--- src/rtl/uart_fifo_bridge.sv ---
// CPU-to-uart bridge: 16-entry TX/RX FIFOs plus a bus-master engine that feeds the uart.
// Optional interrupt logic is built only when UART_FIFO_IRQ_EN is defined.
module uart_fifo_bridge #(
    parameter int DEPTH_LOG2 = 4
) (
    input  logic       clk,
    input  logic       reset_n,
    input  logic [7:0] cpu_addr,
    input  logic [7:0] cpu_data_write,
    output logic [7:0] cpu_data_read,
    input  logic       cpu_ds,
    input  logic       cpu_rw,
    output logic       cpu_ack,
    output logic [7:0] u_addr,
    output logic [7:0] u_data_write,
    input  logic [7:0] u_data_read,
    output logic       u_ds,
    output logic       u_rw,
    input  logic       u_ack,
    input  logic       u_rx_avail,
    output logic       u_rx_avail_clear,
    output logic       irq
);
    localparam int DEPTH = 1 << DEPTH_LOG2;
    localparam int PW = DEPTH_LOG2 + 1;

    typedef enum logic [2:0] {IDLE, RX_RD, RX_CLR, TX_POLL, TX_WR, DROP} state_t;

    state_t state_q, state_d;
    logic [PW-1:0] tx_wr_q, tx_wr_d, tx_rd_q, tx_rd_d;
    logic [PW-1:0] rx_wr_q, rx_wr_d, rx_rd_q, rx_rd_d;
    logic [7:0] tx_mem_q [DEPTH];
    logic [7:0] rx_mem_q [DEPTH];
    logic cpu_ack_q, cpu_ack_d;
    logic [7:0] cpu_data_read_q, cpu_data_read_d;
    logic rx_overrun_q, rx_overrun_d;
    logic u_ds_q, u_ds_d, u_rw_q, u_rw_d, u_clear_q, u_clear_d;
    logic [7:0] u_addr_q, u_addr_d, u_data_write_q, u_data_write_d;
    logic to_tx_q, to_tx_d;
    logic tx_empty, tx_full, rx_nonempty, rx_full;
    logic cpu_access, cpu_rd, cpu_wr, tx_push, tx_pop, rx_push, rx_pop, overrun_set;
    logic irq_bit;
    logic [7:0] status;
    logic unused_addr_bits;

`ifdef UART_FIFO_IRQ_EN
    logic irq_en_q, irq_en_d, txe_latch_q, txe_latch_d, irq_q, irq_d;
    assign irq_bit = irq_en_q;
    assign irq = irq_q;
`else
    assign irq_bit = 1'b0;
    assign irq = 1'b0;
`endif

    assign unused_addr_bits = ^cpu_addr[7:1];

    assign tx_empty    = (tx_wr_q == tx_rd_q);
    assign tx_full     = (tx_wr_q[PW-1] != tx_rd_q[PW-1]) &&
                         (tx_wr_q[DEPTH_LOG2-1:0] == tx_rd_q[DEPTH_LOG2-1:0]);
    assign rx_nonempty = (rx_wr_q != rx_rd_q);
    assign rx_full     = (rx_wr_q[PW-1] != rx_rd_q[PW-1]) &&
                         (rx_wr_q[DEPTH_LOG2-1:0] == rx_rd_q[DEPTH_LOG2-1:0]);
    assign status = {3'b000, irq_bit, tx_empty, rx_overrun_q, tx_full, rx_nonempty};

    // An access executes only on the first cycle of a strobe; ack blocks repeats.
    assign cpu_access = cpu_ds && !cpu_ack_q;
    assign cpu_rd     = cpu_access && cpu_rw;
    assign cpu_wr     = cpu_access && !cpu_rw;
    assign tx_push    = cpu_wr && !cpu_addr[0] && !tx_full;
    assign rx_pop     = cpu_rd && !cpu_addr[0] && rx_nonempty;

    always_comb begin
        cpu_ack_d       = cpu_ds;
        cpu_data_read_d = cpu_data_read_q;
        rx_overrun_d    = rx_overrun_q;
        tx_wr_d         = tx_wr_q + (tx_push ? PW'(1) : PW'(0));
        tx_rd_d         = tx_rd_q + (tx_pop ? PW'(1) : PW'(0));
        rx_wr_d         = rx_wr_q + (rx_push ? PW'(1) : PW'(0));
        rx_rd_d         = rx_rd_q + (rx_pop ? PW'(1) : PW'(0));
        if (cpu_rd) begin
            if (cpu_addr[0])
                cpu_data_read_d = status;
            else
                cpu_data_read_d = rx_nonempty ? rx_mem_q[rx_rd_q[DEPTH_LOG2-1:0]] : 8'h00;
        end
        if (overrun_set)
            rx_overrun_d = 1'b1;
        else if (cpu_wr && cpu_addr[0] && cpu_data_write[2])
            rx_overrun_d = 1'b0;
`ifdef UART_FIFO_IRQ_EN
        irq_en_d    = irq_en_q;
        txe_latch_d = txe_latch_q;
        if (cpu_wr && cpu_addr[0])
            irq_en_d = cpu_data_write[4];
        if (!tx_empty && (tx_wr_d == tx_rd_d))
            txe_latch_d = 1'b1;
        else if (cpu_rd && cpu_addr[0])
            txe_latch_d = 1'b0;
        irq_d = irq_en_q && (rx_nonempty || rx_overrun_q || txe_latch_q);
`endif
    end

    // Engine: one uart access at a time, RX has priority whenever it is back in IDLE.
    always_comb begin
        state_d        = state_q;
        u_ds_d         = u_ds_q;
        u_rw_d         = u_rw_q;
        u_addr_d       = u_addr_q;
        u_data_write_d = u_data_write_q;
        u_clear_d      = 1'b0;
        to_tx_d        = to_tx_q;
        tx_pop         = 1'b0;
        rx_push        = 1'b0;
        overrun_set    = 1'b0;
        case (state_q)
            IDLE: begin
                if (u_rx_avail) begin
                    state_d  = RX_RD;
                    u_ds_d   = 1'b1;
                    u_rw_d   = 1'b1;
                    u_addr_d = 8'd0;
                end else if (!tx_empty) begin
                    state_d  = TX_POLL;
                    u_ds_d   = 1'b1;
                    u_rw_d   = 1'b1;
                    u_addr_d = 8'd1;
                end
            end
            RX_RD: begin
                if (u_ack) begin
                    u_ds_d    = 1'b0;
                    u_clear_d = 1'b1;
                    state_d   = RX_CLR;
                    if (rx_full)
                        overrun_set = 1'b1;
                    else
                        rx_push = 1'b1;
                end
            end
            RX_CLR: begin
                to_tx_d = 1'b0;
                state_d = DROP;
            end
            TX_POLL: begin
                if (u_ack) begin
                    u_ds_d  = 1'b0;
                    to_tx_d = !u_data_read[1];
                    state_d = DROP;
                end
            end
            TX_WR: begin
                if (u_ack) begin
                    u_ds_d  = 1'b0;
                    u_rw_d  = 1'b1;
                    tx_pop  = 1'b1;
                    to_tx_d = 1'b0;
                    state_d = DROP;
                end
            end
            DROP: begin
                if (!u_ack) begin
                    if (to_tx_q) begin
                        state_d        = TX_WR;
                        u_ds_d         = 1'b1;
                        u_rw_d         = 1'b0;
                        u_addr_d       = 8'd0;
                        u_data_write_d = tx_mem_q[tx_rd_q[DEPTH_LOG2-1:0]];
                        to_tx_d        = 1'b0;
                    end else begin
                        state_d = IDLE;
                    end
                end
            end
            default: state_d = IDLE;
        endcase
    end

    always_ff @(posedge clk or negedge reset_n) begin
        if (!reset_n) begin
            state_q         <= IDLE;
            tx_wr_q         <= '0;
            tx_rd_q         <= '0;
            rx_wr_q         <= '0;
            rx_rd_q         <= '0;
            cpu_ack_q       <= 1'b0;
            cpu_data_read_q <= 8'h00;
            rx_overrun_q    <= 1'b0;
            u_ds_q          <= 1'b0;
            u_rw_q          <= 1'b1;
            u_addr_q        <= 8'h00;
            u_data_write_q  <= 8'h00;
            u_clear_q       <= 1'b0;
            to_tx_q         <= 1'b0;
`ifdef UART_FIFO_IRQ_EN
            irq_en_q        <= 1'b0;
            txe_latch_q     <= 1'b0;
            irq_q           <= 1'b0;
`endif
        end else begin
            state_q         <= state_d;
            tx_wr_q         <= tx_wr_d;
            tx_rd_q         <= tx_rd_d;
            rx_wr_q         <= rx_wr_d;
            rx_rd_q         <= rx_rd_d;
            cpu_ack_q       <= cpu_ack_d;
            cpu_data_read_q <= cpu_data_read_d;
            rx_overrun_q    <= rx_overrun_d;
            u_ds_q          <= u_ds_d;
            u_rw_q          <= u_rw_d;
            u_addr_q        <= u_addr_d;
            u_data_write_q  <= u_data_write_d;
            u_clear_q       <= u_clear_d;
            to_tx_q         <= to_tx_d;
`ifdef UART_FIFO_IRQ_EN
            irq_en_q        <= irq_en_d;
            txe_latch_q     <= txe_latch_d;
            irq_q           <= irq_d;
`endif
        end
    end

    // Storage needs no reset: the pointers alone decide what is valid.
    always_ff @(posedge clk) begin
        if (tx_push)
            tx_mem_q[tx_wr_q[DEPTH_LOG2-1:0]] <= cpu_data_write;
        if (rx_push)
            rx_mem_q[rx_wr_q[DEPTH_LOG2-1:0]] <= u_data_read;
    end

    assign cpu_ack          = cpu_ack_q;
    assign cpu_data_read    = cpu_data_read_q;
    assign u_ds             = u_ds_q;
    assign u_rw             = u_rw_q;
    assign u_addr           = u_addr_q;
    assign u_data_write     = u_data_write_q;
    assign u_rx_avail_clear = u_clear_q;
endmodule

--- config.mk ---
export PLATFORM = sky130hd
export DESIGN_NAME = uart_fifo_bridge
export DESIGN_NICKNAME = d
export VERILOG_FILES = /design/src/rtl/uart_fifo_bridge.sv
export SDC_FILE = /design/constraint.sdc
export NUM_CORES = 1
export LEC_CHECK = 0
export BUFFER_PORTS_ARGS = -buffer_cell sky130_fd_sc_hd__buf_4
export CAP_MARGIN = 20
export CORE_UTILIZATION = 35
export DETAILED_ROUTE_END_ITERATION = 7
export PLACE_DENSITY = 0.56
export SKIP_CTS_REPAIR_TIMING = 1
export SYNTH_ARGS = -nofsm -noshare
export SYNTH_HDL_FRONTEND = slang
export SYNTH_SLANG_ARGS = --single-unit
--- constraint.sdc ---
create_clock -name clk -period 4.78 [get_ports clk]
set_clock_uncertainty 0.05 [all_clocks]
set_input_delay 0.239 -clock clk [delete_from_list [all_inputs] [get_ports clk]]
set_output_delay 0.239 -clock clk [all_outputs]
set_load 0.01 [all_outputs]
# Word level (Yosys, flattened, before mapping)
# Memories as Yosys holds them, arrays and structs flattened. A register that Yosys moved wholly into a read port is not among the register bits.
# Cells that the tools add are included.
dict set report op_classes {
  eq_ne 19
  reduce_logical 31
  bitwise 1
  muxes 46
  add_sub_neg 4
}
# op n
set op_table {}
lappend op_table {{2-to-1 mux 8 bit} 6}
lappend op_table {{2-to-1 mux 1 bit} 29}
lappend op_table {{adder 5 x 1 -> 5 bit} 4}
lappend op_table {{2-to-1 mux 3 bit} 6}
lappend op_table {{one-hot mux 8 bit (2 select lines)} 1}
lappend op_table {{one-hot mux 3 bit (5 select lines)} 1}
lappend op_table {{AND reduction 4 bit} 3}
lappend op_table {{logical AND 1 bit} 11}
lappend op_table {{inequality test 2 bit (second input constant)} 5}
lappend op_table {{AND reduction 5 bit} 2}
lappend op_table {{equality test 4 bit} 2}
lappend op_table {{equality test 3 x 2 -> 1 bit (second input constant)} 2}
lappend op_table {{equality test 3 bit (second input constant)} 2}
lappend op_table {{logical NOT 1 bit} 6}
lappend op_table {{one-hot mux 1 bit (3 select lines)} 2}
lappend op_table {{nonzero test 3 bit} 2}
lappend op_table {{equality test 5 bit} 1}
lappend op_table {{inequality test 5 bit} 1}
lappend op_table {{inequality test 2 x 1 -> 1 bit (second input constant)} 2}
lappend op_table {{one-hot mux 1 bit (4 select lines)} 1}
lappend op_table {{nonzero test 2 bit} 2}
lappend op_table {{nonzero test 4 bit} 1}
lappend op_table {{equality test 3 x 1 -> 1 bit (second input constant)} 1}
lappend op_table {{logical NOT 3 bit} 1}
lappend op_table {{other kinds (6)} 7}
dict set report word_totals {
  ff_bits 45
  memories 2
  inputBits 30
  ramBits 256
  elab_cells 116
}
# name words word_bits rd rd_ports_with_merged_regs wr line_no
set mem_list {}
lappend mem_list {rx_mem_q 16 8 1 0 1 33} ;# logic [7:0] rx_mem_q [DEPTH];
lappend mem_list {tx_mem_q 16 8 1 1 1 32} ;# logic [7:0] tx_mem_q [DEPTH];

# Depth between registers and ports, before layout
# Gate-level depths: netlist (run 1).
dict set report logic_depth {
  depth_word 7
  depth_mapped 11
  ltp_nobuf 9
}

# Worst setup path before layout (run 1)
# No wires, ideal clock.
dict set report synth_timing {
  kind {register to register}
  startpoint {register rx_rd_q[1]}
  endpoint {memory rx_mem_q[0][0], enable pin}
  arrival_ns 2.081
  setup_ns 0.383
  path_slack_ns 2.265
  t_required_ns 4.347
  stages_incl_launch_ff 7
  synth_period_minus_slack_ns 2.515
  cell_sequence {dfrtp_1 > buf_4 > xor2_1 > nor4_2 > a21oi_2 > or3b_2 > nor3_1}
}
dict set report synth_between {
  elab_chain_cells 7
}
# element line_no
set synth_lines {}
lappend synth_lines {{start, declared} 31} ;# logic [PW-1:0] rx_wr_q, rx_wr_d, rx_rd_q, rx_rd_d;
lappend synth_lines {{start signal, assigned} 204} ;# rx_rd_q <= rx_rd_d;
lappend synth_lines {{equality test 4 bit} 62} ;# (rx_wr_q[DEPTH_LOG2-1:0] == rx_rd_q[DEPTH_LOG2-1:0]);
lappend synth_lines {{logical AND 1 bit} 61} ;# assign rx_full = (rx_wr_q[PW-1] != rx_rd_q[PW-1]) &&
lappend synth_lines {{2-to-1 mux 1 bit} 134} ;# if (rx_full)
lappend synth_lines {{2-to-1 mux 1 bit} 130} ;# if (u_ack) begin
lappend synth_lines {{2-to-1 mux 1 bit} 115} ;# case (state_q)
lappend synth_lines {{2-to-1 mux 1 bit} 226} ;# if (rx_push)
lappend synth_lines {{2-to-1 mux 1 bit (implied by the code)} 227} ;# rx_mem_q[rx_wr_q[DEPTH_LOG2-1:0]] <= u_data_read;
lappend synth_lines {{end, declared} 33}
# No other way between the ends.

# Worst setup path after layout (run 1)
dict set report layout_timing {
  startpoint {register rx_rd_q[2]}
  endpoint {memory rx_mem_q[4][5], enable pin}
}
# Same word-level chain as after synthesis.

==> results.cfg, run 1 <==
[timing]
period_share_pct = 65.5
setup_tns_ps = 0
finalCriticalPeriod_ps = 3130
grt_setup_unrepaired = false
setup_viol = 0
hold_viol_final = 0
slew_viol_final = 0
tightest_slew_ps = 974
clock.fmax_mhz = 319
relSlewSlack_pct = 34.8

[synth]
synth_commonest_cells = edfxtp_1 (256), mux4_2 (62), dfrtp_1 (45)
synth_warnings = 0
syn_area_per_cell_um2 = 18.9
synth_cell_types = 51
ys_ff_latch = 302
syn_area_um2 = 12100
yosysSeqAreaShare_pct = 73.2
synth.most_common_cell = edfxtp_1
async_flop_share_pct = 15.2
synth_top_area_share_pct = 63.7
synth_ff_type = edfxtp_1
synth_area_leaders = edfxtp_1 (64%), mux4_2 (12%), dfrtp_1 (9.3%)
synth_edf_count = 256
syn_inst = 640
synth_area_leader_cell = edfxtp_1

[flow_run]
drv_cap = 0

[route]
vias = 6012
wire_per_inst_um = 20.4
drc = 0
drt-initial-drc-count = 566
viasPerCell = 5.09
wirelength_um = 24100
dr.pass1.iters = 7
ant_nets = 0

[run_status]
outcome = finished clean

[clock_tree]
cts_buffer_depth = 3
cts_buffers = 30
cts.htree.levels = 1
cts_tree = yes
clk_pin_slew_worst_paths_ps = 60
cts.sinks = 302
clk_latency_ps = 560
cts-root-buf = clkbuf_16

[placed_design]
dp_hpwl_um = 15300
globalplace.congestion = 0.800
port_buffers = 43
dp_cells = 1108

[setup_path]
rrSetupSlack_ps = 1650
reg2reg_depth = 6
worstSetupPathType = flop to flop
cp_max_fo = 39
critPathLaunch = rx_rd_q[2]
cp.arrival_ps = 3260
end_kind = flop
required_ps = 4910
startpoint_type = flop
r2r_end = rx_mem_q[4][5]
worstReg2RegStart = rx_rd_q[2]

[floorplanning]
die_h_um = 188
pin_count = 59
die_w_um = 188
rows = 67
core_area_um2 = 33700
dieArea_um2 = 35200
initial_core_util_pct = 35.8

[power_and_ir_drop]
leakagePower_uw = 0.00470
peakVddDrop_mv = 0.279
p_per_area_nw_per_um2 = 528

[final_layout]
finalNetCount = 748
area_delta_synth_final_pct = 15.7
seqCellArea_um2 = 8840
final_core_utilization_pct = 41.5
multi_input_area_um2 = 2970
diodes = 0
fillers = 2966
drive_gt1_share_pct = 24.3
instances_no_fill = 1181

[global_route]
grt.total_usage_pct = 13.8
antenna_found_initial = 0
grt_max_degree = 47
grt_pass1_wl_um = 37200
grt_overflow = 0
grt_pass1_vias = 6277

[worst_hold_path]
holdPathStages = 4
hp-start = u_rx_avail
hold_path_class = input port to flop
hold_end = state_q[1]
registers in the layout, summed over array words and instances, names as in the netlist, 3 cells and up:
name           cells
cpu_data_read      8
state_q            3
rx_rd_q            5
rx_wr_q            5
u_data_write       8
tx_wr_q            5
tx_rd_q            5
tx_mem_q         128
rx_mem_q         128
worst max-delay path, stage by stage (launching register included):
cell     delay [ps]
dfrtp_1         320
buf_4           470
xor2_1          240
nor4_2           90
a21oi_2         240
or3b_2          530
nor2_1          770
how the worst max path moves through the flow:
stage                     cells past startpoint        endpoint
final                                         6  rx_mem_q[4][5]
after global routing                          6  rx_mem_q[4][5]
after CTS                                     6  tx_mem_q[1][7]
after detailed placement                      6  rx_mem_q[4][7]
after global placement                        6  rx_mem_q[4][7]
after floorplan                               6  rx_mem_q[0][0]
through the flow:
| step | hold slack [ps] | total power (uW) | area [um^2] | worst slack, ps |
|---|---|---|---|---|
| after floorplan | -107 | 4640 | 12100 | 2270 |
| after global placement | 265 | 5090 | 12800 | 1730 |
| after detailed placement | 270 | 5150 | 12800 | 1670 |
| after CTS | -336 | 7460 | 13800 | 1660 |
| after global routing | 4.94 | 7720 | 14000 | 1500 |
| final | 8.27 | 7370 | 14000 | 1650 |
report_power, final:
group	switching (uW)	total (uW)	internal [uW]	leakage, uW
clock	963	2310	1340	0.000476
sequential	205	3270	3060	0.00288
combinational	934	1800	867	0.00135
layer usage:
layer / up-vias / part of all wire, % / GRT usage [%] / wire (um)
met2: 149 / 50 / 23.6 / 12100
met5: - / 0 / 0 / 0
li1: 2676 / - / - / -
met1: 3148 / 43 / 18.4 / 10400
met3: 39 / 4.8 / 2.21 / 1150
met4: 0 / 2.0 / 3.53 / 474
kinds of logic after synthesis:
| group | after synthesis | share of synthesized area, % |
|---|---|---|
| xor+xnor | 23 | 1.73 |
| compound gates | 65 | 3.72 |
| fa+ha+maj | 8 | 0.829 |
| buf+inv | 49 | 2.37 |
| mux | 85 | 13.5 |
| other cells | 1 | 0.0311 |
| flops | 302 | 73.2 |
| simple gates | 107 | 4.61 |
area by class of cell:
type / instances / share of cell area (%)
clock buffer: 38 / 5.73
sequential: 302 / 63.3
tap: 448 / 4.01
clock inverter: 17 / 1.23
inverter: 6 / 0.161
timing repair buffer: 74 / 4.30
multi-input combinational: 296 / 21.3
placed cells by master (no fill, tap or decap), types with 7 or more instances in the layout:
cell,Yosys,layout
a21o_1,9,9
a21oi_1,8,8
buf_4,13,56
clkbuf_16,0,30
conb_1,1,8
dfrtp_1,45,44
dlygate4sd3_1,0,18
edfxtp_1,256,256
ha_1,8,8
mux2i_1,21,21
mux4_2,62,62
nand2_1,20,20
nand2b_1,8,8
nand3_1,14,14
nor2_1,33,33
nor3_1,8,8
o22ai_1,20,20
o31ai_1,7,7
xnor2_1,9,9
xor2_1,13,13
No activity file was read; power rests on OpenSTA's default activity.
==> inputs of run 2 (changes only) <==
--- a/config.mk
+++ b/config.mk
@@ -5,11 +5,12 @@
 export SDC_FILE = /design/constraint.sdc
 export NUM_CORES = 1
 export LEC_CHECK = 0
+export ABC_AREA = 1
 export BUFFER_PORTS_ARGS = -buffer_cell sky130_fd_sc_hd__buf_4
 export CAP_MARGIN = 20
 export CORE_UTILIZATION = 35
 export DETAILED_ROUTE_END_ITERATION = 7
-export PLACE_DENSITY = 0.56
+export PLACE_DENSITY = 0.58
 export SKIP_CTS_REPAIR_TIMING = 1
 export SYNTH_ARGS = -nofsm -noshare
 export SYNTH_HDL_FRONTEND = slang
==> constraint.sdc (replaced) <==
create_clock -name clk -period 2.8 [get_ports clk]
set_clock_uncertainty 0.05 [all_clocks]
set_input_delay 0.14 -clock clk [delete_from_list [all_inputs] [get_ports clk]]
set_output_delay 0.14 -clock clk [all_outputs]
set_load 0.01 [all_outputs]
==> run 2 against run 1 <==
The flow now finishes with violations (negative hold slack). Flip-flop and latch count is the same. Via count grew 37%. Total power grew 97%. Routed wire length grew 18%. Worst hold slack lost 18 ps. Global-route usage grew 1.8 points. First-iteration DRC count grew 16%. Critical path type unchanged. Combinational power grew 150%. Die area grew 4.6%. Maximum frequency grew 38%. Register-to-register slack lost 1100 ps. Count of clock-buffer cells in the layout grew 6.
==> results.cfg, run 2 <==
[run_status]
outcome = finished, violations left
violations = negative hold slack

[synth]
ys_ff_latch = 302
synth_warnings = 0
synth_edf_count = 256
synth_ff_type = edfxtp_1
synth_area_leaders = edfxtp_1 (61%), dfrtp_1 (8.9%), nor2_1 (6.1%)
syn_area_um2 = 12600
yosysSeqAreaShare_pct = 70.0
synth_area_leader_cell = edfxtp_1
synth_commonest_cells = edfxtp_1 (256), nor2_1 (206), nand2_1 (205)
syn_area_per_cell_um2 = 11.1
async_flop_share_pct = 15.2
synth.most_common_cell = edfxtp_1
synth_cell_types = 33
syn_inst = 1139
synth_top_area_share_pct = 60.8

[setup_path]
rrSetupSlack_ps = 540
cp.arrival_ps = 2430
startpoint_type = flop
worstSetupPathType = flop to flop
cp_max_fo = 6
end_kind = flop
required_ps = 2960
reg2reg_depth = 9
r2r_end = rx_mem_q[6][4]
critPathLaunch = state_q[0]
endpoint = rx_mem_q[6][4]
worstReg2RegStart = state_q[0]

[route]
viasPerCell = 4.79
drt-initial-drc-count = 659
dr.pass1.iters = 6
wirelength_um = 28500
drc = 0
vias = 8255
ant_nets = 0
wire_per_inst_um = 16.5

[global_route]
grt.total_usage_pct = 15.7
antenna_found_initial = 0
grt_max_degree = 65
grt_overflow = 0
grt_pass1_vias = 7699
grt_pass1_wl_um = 43700

[clock_tree]
cts_tree = yes
cts_buffers = 34
clk_pin_slew_worst_paths_ps = 60
clk_latency_ps = 510
cts.sinks = 302
cts.htree.levels = 2
cts_buffer_depth = 3
cts-root-buf = clkbuf_16

[timing]
tightest_slew_ps = 659
finalCriticalPeriod_ps = 2260
hold_ws_ps = -9.30
grt_setup_unrepaired = false
slew_viol_final = 0
setup_viol = 0
period_share_pct = 80.9
relSlewSlack_pct = 56.1
hold_viol_final = 1
setup_tns_ps = 0
clock.fmax_mhz = 442

[final_layout]
fillers = 3330
diodes = 0
layout_commonest_cell = edfxtp_1
mostFrequentLayoutCells = edfxtp_1 (256), nor2_1 (206), nand2_1 (205)
instances_no_fill = 1725
drive_gt1_share_pct = 12.7
area_delta_synth_final_pct = 18.8
finalNetCount = 1277

[floorplanning]
rows = 69
initial_core_util_pct = 35.5
die_w_um = 192
dieArea_um2 = 36900
core_area_um2 = 35600
pin_count = 59
die_h_um = 192

[power_and_ir_drop]
leakagePower_uw = 0.00583
p_per_area_nw_per_um2 = 969
peakVddDrop_mv = 0.524

[placed_design]
globalplace.congestion = 0.817
port_buffers = 43
dp_hpwl_um = 17700
dp_cells = 1643

[worst_hold_path]
hold_path_class = input port to flop

[flow_run]
drv_cap = 0
==> run 2: cell types whose count changed after synthesis, moves of 9 or more <==
cell,before,now
o21ai_0,6,102
mux4_2,62,0
clkbuf_1,10,22
a21o_1,9,0
buf_2,12,22
mux2i_1,21,0
o211ai_1,1,18
nor2_1,33,206
nand3_1,14,90
nand2_1,20,205
inv_1,6,81
==> run 2: final cells by class <==
cell class,count,area (um^2),share of cell area [%]
clock inverters,17,190,1.27
inverters,89,334,2.23
well taps,461,577,3.84
flip-flops and latches,302,8840,58.9
repair buffers,112,893,5.95
clock buffers,44,962,6.41
multi-input cells,700,3210,21.4
==> run 2: kinds of logic after synthesis <==
family / count (synthesis) / share of synthesized area (%)
simple gates: 516 / 16.7
flops: 302 / 70.0
compound gates: 149 / 6.42
buf+inv: 144 / 4.80
xor+xnor: 19 / 1.32
fa+ha+maj: 8 / 0.792
other cells: 1 / 0.0297
==> run 2: critical path, stage by stage, from the launching register on <==
cell and delay, ps:
dfrtp_1 440, inv_1 150, nor2_2 160, nand2_1 80
nor2_2 150, o21ai_1 110, inv_2 100, nand3_1 180
nor2_1 320, buf_4 210
==> run 2: worst min-delay path by stage <==
stage | startpoint | endpoint | slack (ps) | cells past startpoint
2_1_floorplan | reset_n | cpu_ack | -210 | 0
3_3_place_gp | reset_n | u_ds | 140 | 1
3_5_place_dp | reset_n | state_q[0] | 140 | 1
4_1_cts | reset_n | u_data_write[3] | -400 | 1
5_1_grt | cpu_rw | rx_overrun_q | 10 | 4
6_report | cpu_rw | rx_overrun_q | -9 | 4
==> run 2: metrics by stage <==
step / cell area (um^2) / worst slack, ps / total power, uW / hold slack (ps) / util, %
CTS: 14800 / 505 / 14700 / -404 / 41.6
finish: 15000 / 535 / 14600 / -9.30 / 42.2
floorplan: 12700 / 848 / 8580 / -206 / -
global placement: 13700 / 607 / 10000 / 140 / 38.4
global route: 15000 / 310 / 15400 / 12.9 / 42.2
detailed placement: 13700 / 553 / 10100 / 136 / 38.4
==> run 2: report_power, final <==
part / switching [uW] / total, uW / internal (uW)
combinational: 2990 / 4420 / 1430
sequential: 318 / 5590 / 5270
clock: 1740 / 4540 / 2800
total: 5040 / 14600 / 9510
==> run 2: routing by layer <==
metal | part of all wire, % | wire, um | vias to the layer above | track usage [%]
li1 | - | - | 4059 | -
met1 | 46 | 13200 | 3936 | 21.9
met2 | 46 | 13000 | 205 | 24.2
met3 | 5.1 | 1450 | 55 | 2.96
met4 | 2.9 | 817 | 0 | 5.78
met5 | 0 | 0 | - | 0
